### src/rtl/lru_pkg.sv
// Shared widths, event codes and state codes for the 2-way LRU replacement table.
package lru_pkg;

    localparam int unsigned LINE_W  = 7;
    localparam int unsigned STATE_W = 2;
    localparam int unsigned DEPTH   = 1 << LINE_W;

    localparam logic [1:0] EV_IDLE = 2'b00;
    localparam logic [1:0] EV_WAY0 = 2'b01;
    localparam logic [1:0] EV_WAY1 = 2'b10;
    localparam logic [1:0] EV_INV  = 2'b11;

    // State is {valid, lru_way}; 2'b01 is unreachable and reads as empty.
    localparam logic [STATE_W-1:0] ST_EMPTY = 2'b00;
    localparam logic [STATE_W-1:0] ST_LRU0  = 2'b10;
    localparam logic [STATE_W-1:0] ST_LRU1  = 2'b11;

endpackage

### src/rtl/lru_next_state.sv
// Combinational LRU next-state function ns(s, v), including 01 -> 00 normalisation.
module lru_next_state
    import lru_pkg::*;
(
    input  logic [STATE_W-1:0] i_state,
    input  logic [1:0]         i_ev,
    output logic [STATE_W-1:0] o_state
);

    logic [STATE_W-1:0] w_norm;

    always_comb begin
        w_norm  = (i_state == 2'b01) ? ST_EMPTY : i_state;
        o_state = w_norm;
        case (i_ev)
            EV_IDLE: o_state = w_norm;
            EV_WAY0: o_state = ST_LRU1;   // way0 just used, way1 becomes LRU
            EV_WAY1: o_state = ST_LRU0;
            EV_INV:  o_state = ST_EMPTY;
            default: o_state = w_norm;
        endcase
    end

endmodule

### src/rtl/lru_pred_table.sv
// Per-set 2-way LRU state table (128 sets) with combinational read and per-edge update.
// Optional same-cycle forwarding of the update onto dout when LRU_FWD_EN is defined.
module lru_pred_table
    import lru_pkg::*;
(
    input  logic               clk,
    input  logic               reset,
    input  logic [LINE_W-1:0]  line,
    input  logic [1:0]         v,
    output logic [STATE_W-1:0] dout,
    output logic               victim
);

    logic [STATE_W-1:0] r_table [0:DEPTH-1];
    logic [STATE_W-1:0] w_cur;
    logic [STATE_W-1:0] w_ns;

    assign w_cur = r_table[line];

    lru_next_state u_ns_wr (
        .i_state (w_cur),
        .i_ev    (v),
        .o_state (w_ns)
    );

    // Reset clears every set in one edge and takes priority over the update.
    always_ff @(posedge clk) begin
        if (!reset) begin
            for (int unsigned i = 0; i < DEPTH; i++) begin
                r_table[LINE_W'(i)] <= ST_EMPTY;
            end
        end else begin
            r_table[line] <= w_ns;
        end
    end

`ifdef LRU_FWD_EN
    logic [STATE_W-1:0] w_fwd;

    lru_next_state u_ns_rd (
        .i_state (w_cur),
        .i_ev    (v),
        .o_state (w_fwd)
    );

    assign dout = (v != EV_IDLE) ? w_fwd : w_cur;
`else
    assign dout = w_cur;
`endif

    assign victim = dout[0];

endmodule

### config.mk
export PLATFORM = sky130hd
export DESIGN_NAME = lru_pred_table
export DESIGN_NICKNAME = d
export VERILOG_FILES = /design/src/rtl/lru_pkg.sv /design/src/rtl/lru_next_state.sv /design/src/rtl/lru_pred_table.sv
export SDC_FILE = /design/constraint.sdc
export NUM_CORES = 1
export LEC_CHECK = 0
export ABC_AREA = 1
export CAP_MARGIN = 10
export CORE_MARGIN = 5
export CORE_UTILIZATION = 44
export DETAILED_ROUTE_END_ITERATION = 10
export GPL_ROUTABILITY_DRIVEN = 0
export PLACE_DENSITY = 0.62
export SYNTH_ARGS = -nofsm -noshare
export SYNTH_HDL_FRONTEND = slang
export SYNTH_SLANG_ARGS = --single-unit
### constraint.sdc
create_clock -name clk -period 2.6 [get_ports clk]
set_input_delay 0.52 -clock clk [delete_from_list [all_inputs] [get_ports clk]]
set_output_delay 0.52 -clock clk [all_outputs]
set_load 0.02 [all_outputs]
Yosys cells after proc, flatten, opt, wreduce, memory -nomap -nowiden
Memory sizes are Yosys's and may differ from the RTL's.
Cells that the tools add are included.
Storage, ports and cells
  output and inout port bits: 3
  input port bits: 11
  bits in writable memories: 256
  flip-flop bits (word level): 0
  memories kept: 1
Memory list
  r_table: words 128, bits a word 2, read ports 1, clocked after Yosys merged registers in 0, write ports 128, RTL line lru_pred_table.sv:14  | logic [STATE_W-1:0] r_table [0:DEPTH-1];
Cells by class
  reductions and logical operators: 2
  mux-type cells: 7
  equality and inequality tests: 4
Operators by type and width (number)
  $pmux W2 S4: 1
  $mux W7: 1
  $eq A2 B1 Y1 const B: 2
  $eq A2 B2 Y1 const B: 2
  $mux W2: 2
  $mux W1: 3
  $logic_not A2 Y1: 1
  $reduce_or A2 Y1: 1

Depth between registers and ports, before layout
An unclocked memory read counts as a cell.
  word-level depth: 5
  depth in mapped cells: 17

By module
A second synthesis with hierarchy kept.
Unflattened totals
  cell total of the unflattened synthesis: 1703
  area, all modules: 13905.8 sq um
Modules (own cells, without submodules)
  lru_pred_table: area an instance 13845.8 sq um, sequential area each 7687.4 sq um, instances 1, cells an instance 1692
  lru_next_state: area an instance 60.1 sq um, sequential area each 0.0 sq um, instances 1, cells an instance 11

Least setup slack after synthesis
No wires, ideal clock.
  kind: input to register
  start: input line[0]
  end: memory r_table[58][0], data pin
  stages: 16
  required time: 2333 ps
  library setup time: 267 ps
  path slack: 55 ps
  arrival: 2278 ps
  path through: inv_2 -> buf_4 -> clkbuf_1 -> nand2_1 -> nand3_1 -> nand2_1 -> nor2_1 -> nor2_1 -> nor2_1 -> nand2_1 -> nand2_1 -> nand4_1 -> nand3_2 -> buf_4 -> buf_4 -> a21oi_1
RTL lines
  start: declaration: RTL line lru_pred_table.sv:8  | input logic [LINE_W-1:0] line,
  end: declaration: RTL line lru_pred_table.sv:14

Worst setup path after layout
  start: input line[0]
  end: output dout[0]
Between the ends
  cells in the longest elaborated chain, start to end: 1
RTL lines
  $mem_v2 Z128 W2
  end: declaration: RTL line lru_pred_table.sv:10  | output logic [STATE_W-1:0] dout,
No other way between the ends.

==> results.md <==
- Die area: between 30,000 and 40,000 µm²
- Slew Limit Fails: 0
- Worst hold path class: in2reg
- Crit-path slowest cell: buf_4
- Hold Fails Final Rpt: 0
- Total Wirelength: 49,500 µm
- Post-DR wirelength/cell: between 20 and 25 µm
- Flop2flop setup slack: between 150 and 200 ps
- Ant diodes: 0
- Yosys Warn Count: 0
- Core ar.: about 32,000 µm²
- HP Start: reset
- CP bufs+invs: 5
- Cell count after synthesis: 1,724
- Top Family by Delay on Critical Path: buffers and inverters
- Post-DRT Antenna Nets: 0
- CTS tree: yes
- Fillers: roughly 3,000
- First-pass GRT wire length: between 70,000 and 80,000 µm
- Clk_lat worst skew: 560 ps
- Final-report setup violation count: 3
- Final WS setup: -232 ps
- Root buf cell: clkbuf_16
- Vias in the first global route: roughly 13,000
- Critical Path End Type: output port
- Htree depth: 1
- CTS Buf Count: 28
- Status: finished, violations left
- Relative slew slack: a little over three fifths
- Sequential area share after synthesis: a little over half
- Starting Density: about 44%
- Slowest cell delay on critical path: approximately 260 ps
- Syn_nets: about 1,700
- Largest registers in the final layout: r_table x256
- Synth Register Bits: around 260
- Critical Path Start Type: input port
- Port-buffer cells: 13
- Area grow syn2layout: 20.9%
- I/O Pins: 14
- Failing checks: setup timing
- Lkg Pwr: 6.96 nW
- Power Density: just under 600 nW/µm²
- Worst Clk Skew: 20.1 ps
- Clock sink count: roughly 260
- Worst-case clock buffer depth: 3
- Total gr overflow: 0
- Detailed-router iteration count before antenna repair: 6
- Register bank with the most flops: r_table
- Placed inst area: 15,700 µm²
- Chip height: 191 µm
- Via Count: 13,300
- Synth cell types: 26
- Least-Margin Pin Slew: 554 ps
- Fin area: 17,400 µm²
- Critical Path Start: line[0]
- Fmax: around 350 MHz
- Layout cells sized above 1: roughly 16%
- Largest net degree at the start of global routing: just over 80
- Vias per cell: between 5 and 6
- Initial antenna violation count: 1
- Residual DRC: 0
- Max reg flops: 256
- Worst vdd ir: approximately 0.00047 V
- Period utilisation layout: 109%
- Setup tns final: -568 ps
- Arrival time worst endpoint: approximately 2300 ps
- GRT Total Usage: 26.2%
- Row count: 66
- Die width: ~190 µm
- Critical R2R Launch: r_table[63][0]
- Crit-path max FO: 8
- Post-layout min period: around 2800 ps
- Mapped Area: ~14,000 µm²
- Max Cap Viol: 0
- Syn Area/Cell: roughly 8.3 µm²
- Detailed Place HPWL: around 29,000 µm
- Setup Crit Path Kind: in2out
- CP Cell Sequence: buf_16, buf_16, buf_12, buf_16, nand2_2, nand3_2, nand2_1, nor2_1, nor2_1, nor2_1, nand2_1, nand2_1, nand4_1, buf_4
- CP Data Required Time: between 2000 and 2500 ps
- Post-layout nets: between 1,500 and 2,000
- Clock-pin slew on the worst setup and hold paths: roughly 60 ps
- 1st-iter DRT viols: around 1,800
- RSZ-0062 raised after global routing: yes
routing by layer:
| layer | share of wire [%] | global-route usage (%) | wire length (µm) |
|---|---|---|---|
| met2 | 45 | 41.5 | 22400 |
| met1 | 39 | 36.0 | 19100 |
| met4 | 4.6 | 10.9 | 2290 |
| met5 | 0 | 0 | 0 |
| met3 | 12 | 4.49 | 5700 |
power breakdown:
part,internal (W),switching (W)
Clock,0.00251,0.00170
Sequential,0.00467,0.0000405
Combinational,0.000461,0.000948
Total,0.00765,0.00269
worst paths after layout:
kind | end | depth (start not counted)
setup / recovery | dout[0] | 14
hold / removal | r_table[40][0] | 2
setup reg to reg | r_table[14][0] | 13
hold reg to reg | r_table[32][1] | 12
per-stage QoR:
step / hold slack (ps) / instances / util [%] / setup WS (ps) / power (W)
floorplan: 936 / 1724 / - / 55.4 / 0.00548
global placement: 1020 / 2170 / 48.5 / -926 / 0.00601
CTS: 455 / 2235 / 52.6 / -127 / 0.0102
finish: 466 / 2245 / 53.6 / -232 / 0.0103
global route: 490 / 2245 / 53.6 / -293 / 0.0106
detailed placement: 1030 / 2170 / 48.5 / -941 / 0.00602
cells in the mapped netlist:
master	n	area share, %
nand3_2	1	0.070
o21ai_0	91	3.2
ha_1	2	0.17
inv_1	177	4.6
nand2_4	1	0.078
buf_2	19	0.66
nor2_1	88	2.3
clkbuf_1	78	2.0
edfxtp_1	256	54
clkinv_1	2	0.052
nor2_2	1	0.044
nor2_4	3	0.24
or2_0	4	0.17
a21oi_1	256	8.9
or2_2	5	0.22
nand4_1	1	0.044
or2_1	12	0.52
o21ai_1	61	2.1
o211ai_1	3	0.16
buf_1	2	0.052
nand2_2	1	0.044
inv_2	11	0.29
buf_4	19	0.99
nand2_1	401	10
buf_6	23	1.8
nand3_1	206	7.2
cells in the final DEF, fill, tap and decap left out, types with 5 or more instances in the layout:
cell type	instances
a21oi_1	256
buf_12	34
buf_16	7
buf_4	100
buf_6	11
bufinv_16	5
clkbuf_16	34
clkinv_1	8
clkinv_2	8
edfxtp_1	256
inv_1	176
inv_2	7
nand2_1	379
nand2_2	18
nand2_4	5
nand3_1	194
nand3_2	12
nor2_1	68
nor2_2	19
nor2_4	5
o21ai_0	86
o21ai_1	58
o21ai_2	8
or2_1	12
layout make-up:
cell class | count | area (µm²) | area share [%]
Multi-Input combinational cell | 1137 | 5410 | 31.2
Inverter | 190 | 741 | 4.27
Clock buffer | 31 | 733 | 4.23
Sequential cell | 256 | 7690 | 44.3
Clock inverter | 21 | 229 | 1.32
Timing Repair Buffer | 168 | 2000 | 11.5
Tap cell | 442 | 553 | 3.19
cell families after synthesis:
group           count (synthesis)  share of synthesized area, %
compound gates                411                          14.4
fa+ha+maj                       2                         0.174
buf+inv                       331                          10.5
flops                         256                          53.5
simple gates                  724                          21.4
worst reg2reg max path, delay by kind of cell (launching register included):
family / cells / cell delay (ps)
AND/OR/NAND/NOR: 10 / 1150
buffers and inverters: 2 / 490
flip-flops: 1 / 400
AO/OA/AOI/OAI: 1 / 120
what timing repair did:
| item | in CTS | in global routing |
|---|---|---|
| endpoints found under the setup margin | 259 | 99 |
| gates cloned | 4 | 5 |
| setup buffers | 9 | 6 |
| pin swaps | 19 | 53 |
| resized for setup | 68 | 65 |
| hold buffers | 0 | 0 |
Power figures use the tool's default switching activity.
